`src/rtl/rv32_pkg.sv`:
```
// Shared RV32I datapath constants and types for the integer register file.
// No logic, so there is no latency or backpressure to describe.
package rv32_pkg;

    localparam int XLEN   = 32;
    localparam int NREGS  = 32;
    localparam int REG_AW = $clog2(NREGS);

    typedef enum logic {
        CLEAR = 1'b0,
        READY = 1'b1
    } regfile_state_t;

    localparam logic [REG_AW-1:0] REG_ZERO = '0;

endpackage

```
`src/rtl/regfile_cell.sv`:
```
// Enabled register cell: a single entry that captures d on clk when en is high.
// One-cycle write latency; there is no backpressure and no reset, so contents are undefined until written.
module regfile_cell #(
    parameter int W = 32
) (
    input  logic         clk,
    input  logic         en,
    input  logic [W-1:0] d,
    output logic [W-1:0] q
);

    always_ff @(posedge clk) begin
        if (en) begin
            q <= d;
        end
    end

endmodule

```
`src/rtl/regfile.sv`:
```
// RV32I integer register file: 2 combinational read ports, 1 write port, x0 fixed at zero, post-reset clear sequencer.
// Reads take 0 cycles and writes take 1 cycle with a same-cycle bypass; busy stalls upstream for NREGS-1 cycles after reset.
module regfile
    import rv32_pkg::*;
#(
    parameter int XLEN  = rv32_pkg::XLEN,
    parameter int NREGS = rv32_pkg::NREGS,
    parameter int AW    = $clog2(NREGS)
) (
    input  logic            clk,
    input  logic            rst,
    input  logic [AW-1:0]   rs1_addr,
    input  logic [AW-1:0]   rs2_addr,
    output logic [XLEN-1:0] rs1_data,
    output logic [XLEN-1:0] rs2_data,
    input  logic            rd_we,
    input  logic [AW-1:0]   rd_addr,
    input  logic [XLEN-1:0] rd_data,
    output logic            busy
);

    localparam logic [AW-1:0] LAST_IDX = AW'(NREGS - 1);
    localparam logic [AW-1:0] ZERO_IDX = AW'(REG_ZERO);

    regfile_state_t  state;
    regfile_state_t  state_nxt;
    logic [AW-1:0]   idx;
    logic [AW-1:0]   idx_nxt;

    logic [XLEN-1:0] entry [NREGS];
    logic [XLEN-1:0] cell_d;

    always_ff @(posedge clk) begin
        if (rst) begin
            state <= CLEAR;
            idx   <= AW'(1);
        end else begin
            state <= state_nxt;
            idx   <= idx_nxt;
        end
    end

    always_comb begin
        state_nxt = state;
        idx_nxt   = idx;
        if (state == CLEAR) begin
            if (idx == LAST_IDX) begin
                state_nxt = READY;
            end else begin
                idx_nxt = idx + AW'(1);
            end
        end
    end

    assign busy   = (state == CLEAR);
    assign cell_d = busy ? '0 : rd_data;

    assign entry[0] = '0;

    // Cells have no reset of their own, so rst must gate every enable here.
    for (genvar i = 1; i < NREGS; i++) begin : g_cell
        logic clr_sel;
        logic wr_sel;

        assign clr_sel = !rst && busy && (idx == AW'(i));
        assign wr_sel  = !rst && !busy && rd_we && (rd_addr == AW'(i));

        regfile_cell #(
            .W(XLEN)
        ) u_cell (
            .clk(clk),
            .en (clr_sel || wr_sel),
            .d  (cell_d),
            .q  (entry[i])
        );
    end

    assign rs1_data = (busy || rs1_addr == ZERO_IDX)   ? '0      :
                      (rd_we && rd_addr == rs1_addr)   ? rd_data :
                                                         entry[rs1_addr];

    assign rs2_data = (busy || rs2_addr == ZERO_IDX)   ? '0      :
                      (rd_we && rd_addr == rs2_addr)   ? rd_data :
                                                         entry[rs2_addr];

endmodule

```
`config.mk`:
```
export PLATFORM = sky130hd
export DESIGN_NAME = regfile
export DESIGN_NICKNAME = d
export VERILOG_FILES = /design/src/rtl/rv32_pkg.sv /design/src/rtl/regfile_cell.sv /design/src/rtl/regfile.sv
export SDC_FILE = /design/constraint.sdc
export NUM_CORES = 1
export LEC_CHECK = 0
export ABC_CLOCK_PERIOD_IN_PS = 5700
export CAP_MARGIN = 20
export CORE_MARGIN = 2
export CORE_UTILIZATION = 50
export CTS_CLUSTER_SIZE = 8
export DETAILED_ROUTE_END_ITERATION = 12
export HOLD_SLACK_MARGIN = 0.1
export MAX_ROUTING_LAYER = met4
export PLACE_DENSITY = 0.67
export RECOVER_POWER = 50
export SYNTH_ARGS = -nofsm -noshare
export SYNTH_HDL_FRONTEND = slang
export SYNTH_SLANG_ARGS = --single-unit
```
`constraint.sdc`:
```
create_clock -name clk -period 5.7 [get_ports clk]
set_input_delay 0.855 -clock clk [delete_from_list [all_inputs] [get_ports clk]]
set_output_delay 0.855 -clock clk [all_outputs]
set_load 0.01 [all_outputs]
```
# Yosys cells after proc, flatten, opt, wreduce, memory -nomap -nowiden

Index checks and enable logic that the tools add are counted.

Equality and inequality tests: 64
Reductions and logical operators: 104
Order comparisons: 2
Shift operators: 0
Bitwise operators: 4
Divide/modulo/power cells: 0
Add/sub/neg operators: 1
Multipliers: 0
Mux-type cells: 13

Operators with widths:

| cell                                           | number |
|---|---|
| binary-select mux 32 bit (select 5 bit)        | 2 |
| 2-to-1 mux 32 bit                              | 9 |
| == test 5 bit (second input constant)          | 32 |
| == test 5 x 4 -> 1 bit (second input constant) | 16 |
| logical AND 1 bit                              | 67 |
| == test 5 x 3 -> 1 bit (second input constant) | 8 |
| logical OR 1 bit                               | 33 |
| == test 5 x 2 -> 1 bit (second input constant) | 4 |
| >= comparator 6 bit (second input constant)    | 2 |
| inverter 5 -> 6 bit                            | 2 |
| == test 5 x 1 -> 1 bit (second input constant) | 2 |
| == test 5 bit                                  | 2 |
| zero test 5 bit                                | 2 |
| adder 5 x 1 -> 5 bit (second input constant)   | 1 |
| 2-to-1 mux 1 bit                               | 2 |
| inverter 1 bit                                 | 2 |
| AND reduction 2 bit                            | 1 |
| zero test 1 bit                                | 1 |

Memories kept: 0
Bits in latches: 0
RAM bits: 0
Output and inout port bits: 65
Bits in read-only memories: 0
Input port bits: 50
Register bits: 998
Word-level logic and storage cells: 221

# Depth between registers and ports, before layout

Gate-level depths: netlist (run 1).

Depth after elaboration: 6
Gate-level depth with buffers: 10
Gate-level depth less buffers: 7

# Cells and area by module

A second synthesis (run 1) with hierarchy kept.

Cell total of the unflattened synthesis: 2698
Area, all modules: 47968.5 µm²

Modules (own cells, without submodules):

| module       | cells an instance | area an instance (µm²) | times used |
|---|---|---|---|
| regfile_cell | 32                | 960.9                  | 31 |
| regfile      | 1706              | 18179.9                | 1 |

# Worst setup path before layout (run 1)

No wires, ideal clock.

Kind: input to register
Start point: input rst
End point: register g_cell[15].u_cell.q[0], enable pin
Path buffers: 1
Stages: 4
Slack: 1.495 ns
Setup time: 0.466 ns
Arrival: 3.740 ns
Cell sequence: clkbuf_1 nor3_1 nand3_1 o21ai_0

Longest elaborated chain between the ends: 5

Ends and longest elaborated chain:

| what                            | line                         | RTL |
|---|---|---|
| start, declared                 | regfile.sv:11                | `input logic rst,` |
| zero test 1 bit (*)             | regfile.sv:65, regfile.sv:66 |  |
| logical AND 1 bit (3 in series) | regfile.sv:66                | `assign wr_sel = !rst && !busy && rd_we && (rd_addr == AW'(i));` |
| logical OR 1 bit (*)            | regfile.sv:72                | `.en (clr_sel \|\| wr_sel),` |
| named net g_cell[15].u_cell.en  | regfile_cell.sv:7            | `input logic en,` |
| end signal, assigned            | regfile_cell.sv:14           | `q <= d;` |
| end, declared                   | regfile_cell.sv:9            | `output logic [W-1:0] q` |

The timed path passes the listed nets; every way through them passes the cells marked *.
A chain may end at the register's enable or synchronous reset.

# Worst setup path after layout (run 1)

Start point: register state
End point: output rs2_data[4]

Longest elaborated chain between the ends: 3

Ends and longest elaborated chain:

| what                     | line          | RTL |
|---|---|---|
| start, declared          | regfile.sv:25 | `regfile_state_t state;` |
| start signal, assigned   | regfile.sv:38 | `state <= state_nxt;` |
| inverter 1 bit (no line) | --            |  |
| logical OR 1 bit         | regfile.sv:82 | `assign rs2_data = (busy \|\| rs2_addr == ZERO_IDX) ? '0 :` |
| 2-to-1 mux 32 bit        | regfile.sv:82 |  |
| end, declared            | regfile.sv:15 | `output logic [XLEN-1:0] rs2_data,` |

No other way between the ends.

==> results of run 1 <==
## per-layer routing
metal,share of wire (%),track usage (%)
met1,35,44.3
met2,46,50.0
met3,13,7.69
met4,5.4,16.3
met5,0,-
## stage by stage
stage | cells | power [W]
2_1_floorplan | 2683 | 0.00902
3_3_place_gp | 3970 | 0.00945
3_5_place_dp | 3972 | 0.00947
4_1_cts | 4130 | 0.0168
5_1_grt | 4135 | 0.0171
6_report | 4135 | 0.0168
## cells by family (layout without fill, tap and decap cells)
| kind of cell | after synthesis | in the layout |
|---|---|---|
| multiplexers | 576 | 576 |
| AND/OR/NAND/NOR | 410 | 410 |
| AO/OA/AOI/OAI | 448 | 448 |
| flip-flops | 998 | 998 |
| XOR/XNOR | 13 | 13 |
| buffers and inverters | 232 | 417 |
| other | 0 | 2 |
| adder cells (fa/ha/maj) | 6 | 6 |
## sequential cells by signal, indices dropped and copies added (netlist names)
register,count
state,1
g_cell.u_cell.q,992
idx,5
## worst paths after layout
| check | to | slack (ns) |
|---|---|---|
| max | rs2_data[4] | 0.22 |
| max reg2reg | g_cell[1].u_cell.q[29] | 1.03 |
| min reg2reg | idx[1] | 0.56 |
| min | idx[1] | 0.56 |
## power groups by stage
stage	sequential [W]	clock, W	combinational (W)
floorplan	0.00819	0	0.000828
global placement	0.00820	0	0.00126
finish	0.00807	0.00741	0.00130
global route	0.00807	0.00772	0.00134
CTS	0.00807	0.00742	0.00127
detailed placement	0.00820	0	0.00127
## cells in the mapped netlist (12+ instances only)
cell / count / area (µm²)
clkbuf_1: 71 / 267
buf_4: 42 / 315
edfxtp_1: 992 / 29800
o221ai_1: 29 / 254
mux2i_1: 119 / 1190
mux4_2: 391 / 8810
a211oi_1: 26 / 195
nand2_1: 76 / 285
a221oi_1: 39 / 342
a22o_1: 36 / 315
buf_6: 25 / 282
o21ai_0: 35 / 175
nor4_1: 18 / 113
mux2_2: 66 / 743
nand2b_1: 17 / 106
and2_1: 34 / 213
a21oi_1: 22 / 110
buf_2: 70 / 350
nor2_1: 61 / 229
or3_1: 12 / 75.1
o32a_1: 15 / 150
a221o_1: 19 / 190
a22oi_1: 61 / 458
nor3_1: 104 / 521
o22ai_1: 118 / 738
nor2b_1: 49 / 307
## tightest hold or removal path: cells and delay by family, from the launching register on
family,cells,cell delay [ns]
compound gates,2,0.15
flops,1,0.36
## final cells by class
type	count	area, µm²	share of cell area [%]
diodes	2	5.00	0.00918
clock buffers	151	3650	6.69
clock inverters	7	72.6	0.133
inverters	7	26.3	0.0482
multi-input cells	1453	16900	30.9
flip-flops and latches	998	29900	54.8
well taps	1265	1580	2.90
repair buffers	252	2420	4.44
==> run metrics, run 1 <==
status=finished, violations left; failing checks=max-capacitance violations, max-slew violations; Critical Path Sink Type=output pin; Syn Nets=2739; total number of vias=30700; Starting Density=50.4%; CTS Sinks=998; vias in the first global route=31100; combinational power share=7.7%; GPL Wtd Cong=0.906; final core occ=57.6%; CP max-delay cell=dfxtp_1; Final ANT Viol Nets=0; drt initial violations=5273; hold path cells=2; worst r2r path cells=5; worst r2r src=state; startpoint types=flop; Post-Route WL=160000 µm; post-place setup slack=0.727 ns; worst path required time=4.85 ns; static leakage=16.8 nW; die extent in x=313 µm; htree depth=4; later-pin clock latency in the skew report=0.74 ns; min-delay worst type=flop to flop; # resized after CTS=0; total track usage=33.7%; max frequency=0.183 GHz; fraction of layout cells with a size suffix above 1=28.2%; Post-Route Skew=0.0285 ns; WP depth=7; Setup Buffers After CTS=0; post-synthesis area per instance=17.8 µm²; post-synthesis instance total=2683; CTS max path bufs=3; Switching Share=22.4%; mux cell area share after synthesis=22.5%; first-pass GRT wire length=226000 µm; Slew Limit Headroom=-44.5%; die span in y=313 µm; I/O pin cnt=115; Critical path origin=state; max cap viols=5; Routed WL per cell=38.7 µm; number of enable flip-flop cells after synthesis=992; Hold Startpoint=idx[1]; largest net degree at the start of global routing=106; clk slew on worst S/H paths=0.06 ns; WS Path Type=flop to output pin; First-pass DRT Iterations=6; Internal=0.0130 W; Adder-Cell Fraction of Synth Area=0.157%; Setup violations, final=0; min Tclk post-route=5.48 ns; Via density=7.42; Yosys reg bits=998; Post-Synth Simple-Gate Area=4.41%; total CTS buffers=142; core area=94700 µm²; Buffers on Ports=114; final setup margin=0.224 ns; Most used DFF post-synth=edfxtp_1; CTS Hold Buffers Added=0; Net Switching=0.00376 W; drc violations=0; asr flop ratio synth=0%; antenna violations before repair=2; number of synthesis warnings=0; commonest non-fill, non-tap cells in the layout=992 x edfxtp_1, 391 x mux4_2, 145 x clkbuf_16; Final Max Slew Viols=107; XOR/XNOR share of the synthesized area=0.239%; CP Cell Sequence=inv_1 -> a21o_1 -> nor4_2 -> buf_4 -> o22ai_1 -> o31ai_1 -> clkdlybuf4s50_1; crit-path max FO=22; PwrDens=308 nW/µm²; area delta synth->final=14.3%; fillers=7039; Detailed Place HPWL=93300 µm; grt ovf=0; sequential element share of the synthesized area=62.7%; period utilization=96.1%; Hold WS=0.556 ns; Data arrival, critical path=4.62 ns; Critical path buffers and inverters=3; Compound-Gate Fraction of Synth Area=7.08%; synthesized area=47700 µm²; die footprint=97900 µm²; Placement Cell Area=50900 µm²; Clock power frac=44.2%; RSZ-0062 raised after global routing=no; final hold vios=0; commonest non-fill, non-tap cell in the layout=edfxtp_1; Sequential Power Share=48.1%; final instance area=54500 µm²; main combinational cell family by area after synthesis=multiplexers; CP top delay family=buffers and inverters; Distinct cells, synth=60; num rows=113; Max rail drop VDD=0.309 mV; TritonCTS clock tree=done; root buf cell=clkbuf_16; setup TNS=0 ns; CP max stage delay=1.23 ns; actual slew at the worst max-slew pin=2.17 ns; fin nets=2910
Note: power is estimated with default switching activity, not from simulation.
==> run 2, diff against run 1 <==
--- a/config.mk
+++ b/config.mk
@@ -15,6 +15,7 @@
 export MAX_ROUTING_LAYER = met4
 export PLACE_DENSITY = 0.67
 export RECOVER_POWER = 50
+export SLEW_MARGIN = 20
 export SYNTH_ARGS = -nofsm -noshare
 export SYNTH_HDL_FRONTEND = slang
 export SYNTH_SLANG_ARGS = --single-unit
==> run 2 against run 1 <==
Against the previous run: the flow still finishes with violations (max-capacitance violations, max-slew violations); via count increased by 0.13%; register-to-register slack barely moved; setup slack better by 0.0087 ns; sequential power hardly changed; non-clock buffer count shrank 2; first-iteration DRC count shrank 1.6%; global-route usage unchanged; wire length hardly changed; highest routed layer unchanged.
==> run metrics, run 2 (synthesis gave the netlist of run 1 again) <==
setup TNS=0 ns; vias in the first global route=31100; Critical Path Sink Type=output pin; static leakage=16.8 nW; Post-Route WL=160000 µm; Starting Density=50.4%; Largest register FFs=992; failing checks=max-capacitance violations, max-slew violations; drc violations=0; Detailed Place HPWL=93300 µm; drt initial violations=5186; grt ovf=0; WS Path Type=flop to output pin; first-pass GRT wire length=226000 µm; period utilization=95.9%; max frequency=0.183 GHz; final hold vios=0; TritonCTS clock tree=done; Routed WL per cell=38.7 µm; Data arrival, critical path=4.61 ns; final core occ=57.6%; startpoint types=flop; Setup violations, final=0; Biggest register=g_cell.u_cell.q; total track usage=33.7%; largest net degree at the start of global routing=106; post-place setup slack=0.727 ns; area delta synth->final=14.3%; # resized after CTS=0; I/O pin cnt=115; crit-path max FO=22; max cap viols=7; Setup Buffers After CTS=0; worst path required time=4.85 ns; CTS Sinks=998; Placed Cells=3972; fraction of layout cells with a size suffix above 1=28.2%; actual slew at the worst max-slew pin=2.17 ns; min-delay worst type=flop to flop; RSZ-0062 raised after global routing=no; Max rail drop VDD=0.310 mV; PwrDens=308 nW/µm²; biggest regs=g_cell.u_cell.q (992), idx (5), state (1); CP max stage delay=1.23 ns; antenna violations before repair=2; CP max-delay cell=dfxtp_1; CTS Hold Buffers Added=0; total number of vias=30700; total CTS buffers=142; Final ANT Viol Nets=0; Non-Filler Instances=4133; die span in y=313 µm; min Tclk post-route=5.47 ns; Critical path origin=state; CTS max path bufs=3; commonest non-fill, non-tap cell in the layout=edfxtp_1; Final Max Slew Viols=171; First-pass DRT Iterations=8; GPL Wtd Cong=0.906; Hold WS=0.558 ns; core area=94700 µm²; fin nets=2908; Via density=7.43; worst r2r src=state; Post-Route Skew=0.0271 ns; htree depth=4; die extent in x=313 µm; root buf cell=clkbuf_16; commonest non-fill, non-tap cells in the layout=992 x edfxtp_1, 391 x mux4_2, 145 x clkbuf_16; final setup margin=0.233 ns; later-pin clock latency in the skew report=0.74 ns; num rows=113; status=finished, violations left; CP Cell Sequence=inv_1 -> a21o_1 -> nor4_2 -> buf_4 -> o22ai_1 -> o31ai_1 -> clkdlybuf4s50_1; Buffers on Ports=114; Slew Limit Headroom=-44.8%; Hold Startpoint=idx[1]; CP top delay family=buffers and inverters; Critical path buffers and inverters=3; clk slew on worst S/H paths=0.06 ns; die footprint=97900 µm²
[run 2: area by class of cell]
class,count,area [µm²]
Clock buffer,151,3650
Timing Repair Buffer,250,2410
Tap cell,1265,1580
Antenna cell,2,5.00
Fill cell,7042,40200
Inverter,7,26.3
Multi-Input combinational cell,1453,16900
Clock inverter,7,72.6
Sequential cell,998,29900
[run 2: worst paths after layout]
check                                end  slack, ns  cells past startpoint
setup / recovery             rs2_data[4]       0.23                      7
hold / removal                    idx[1]       0.56                      2
hold reg to reg                   idx[1]       0.56                      2
setup reg to reg  g_cell[1].u_cell.q[29]       1.03                      5
[run 2: power by group]
part	switching, W	internal, W	total [W]	leakage [nW]
combinational	0.000776	0.000522	0.00130	6.29
sequential	0.0000296	0.00804	0.00807	8.72
clock	0.00294	0.00446	0.00740	1.83
total	0.00375	0.0130	0.0168	16.8
[run 2: worst reg2reg max path: stages, from the launching register on]
cell and delay [ns]:
dfxtp_1 1.23, inv_1 0.42, nor3_1 0.33, nand2_1 0.25
o22ai_1 1.67, buf_4 0.45
[run 2: metal layers]
metal / vias to the layer above / GRT usage (%) / routed length (µm) / part of all wire [%]
li1: 11800 / - / - / -
met1: 16000 / 44.3 / 56700 / 35
met2: 2440 / 50.0 / 73900 / 46
met3: 518 / 7.69 / 20500 / 13
met4: 0 / 16.3 / 8640 / 5.4
met5: - / - / 0 / 0
[run 2: through the flow]
step	cell area, µm²	total power [W]
global placement	50800	0.00945
global route	54500	0.0171
finish	54500	0.0168
CTS	54600	0.0168
detailed placement	50900	0.00947
floorplan	47700	0.00902
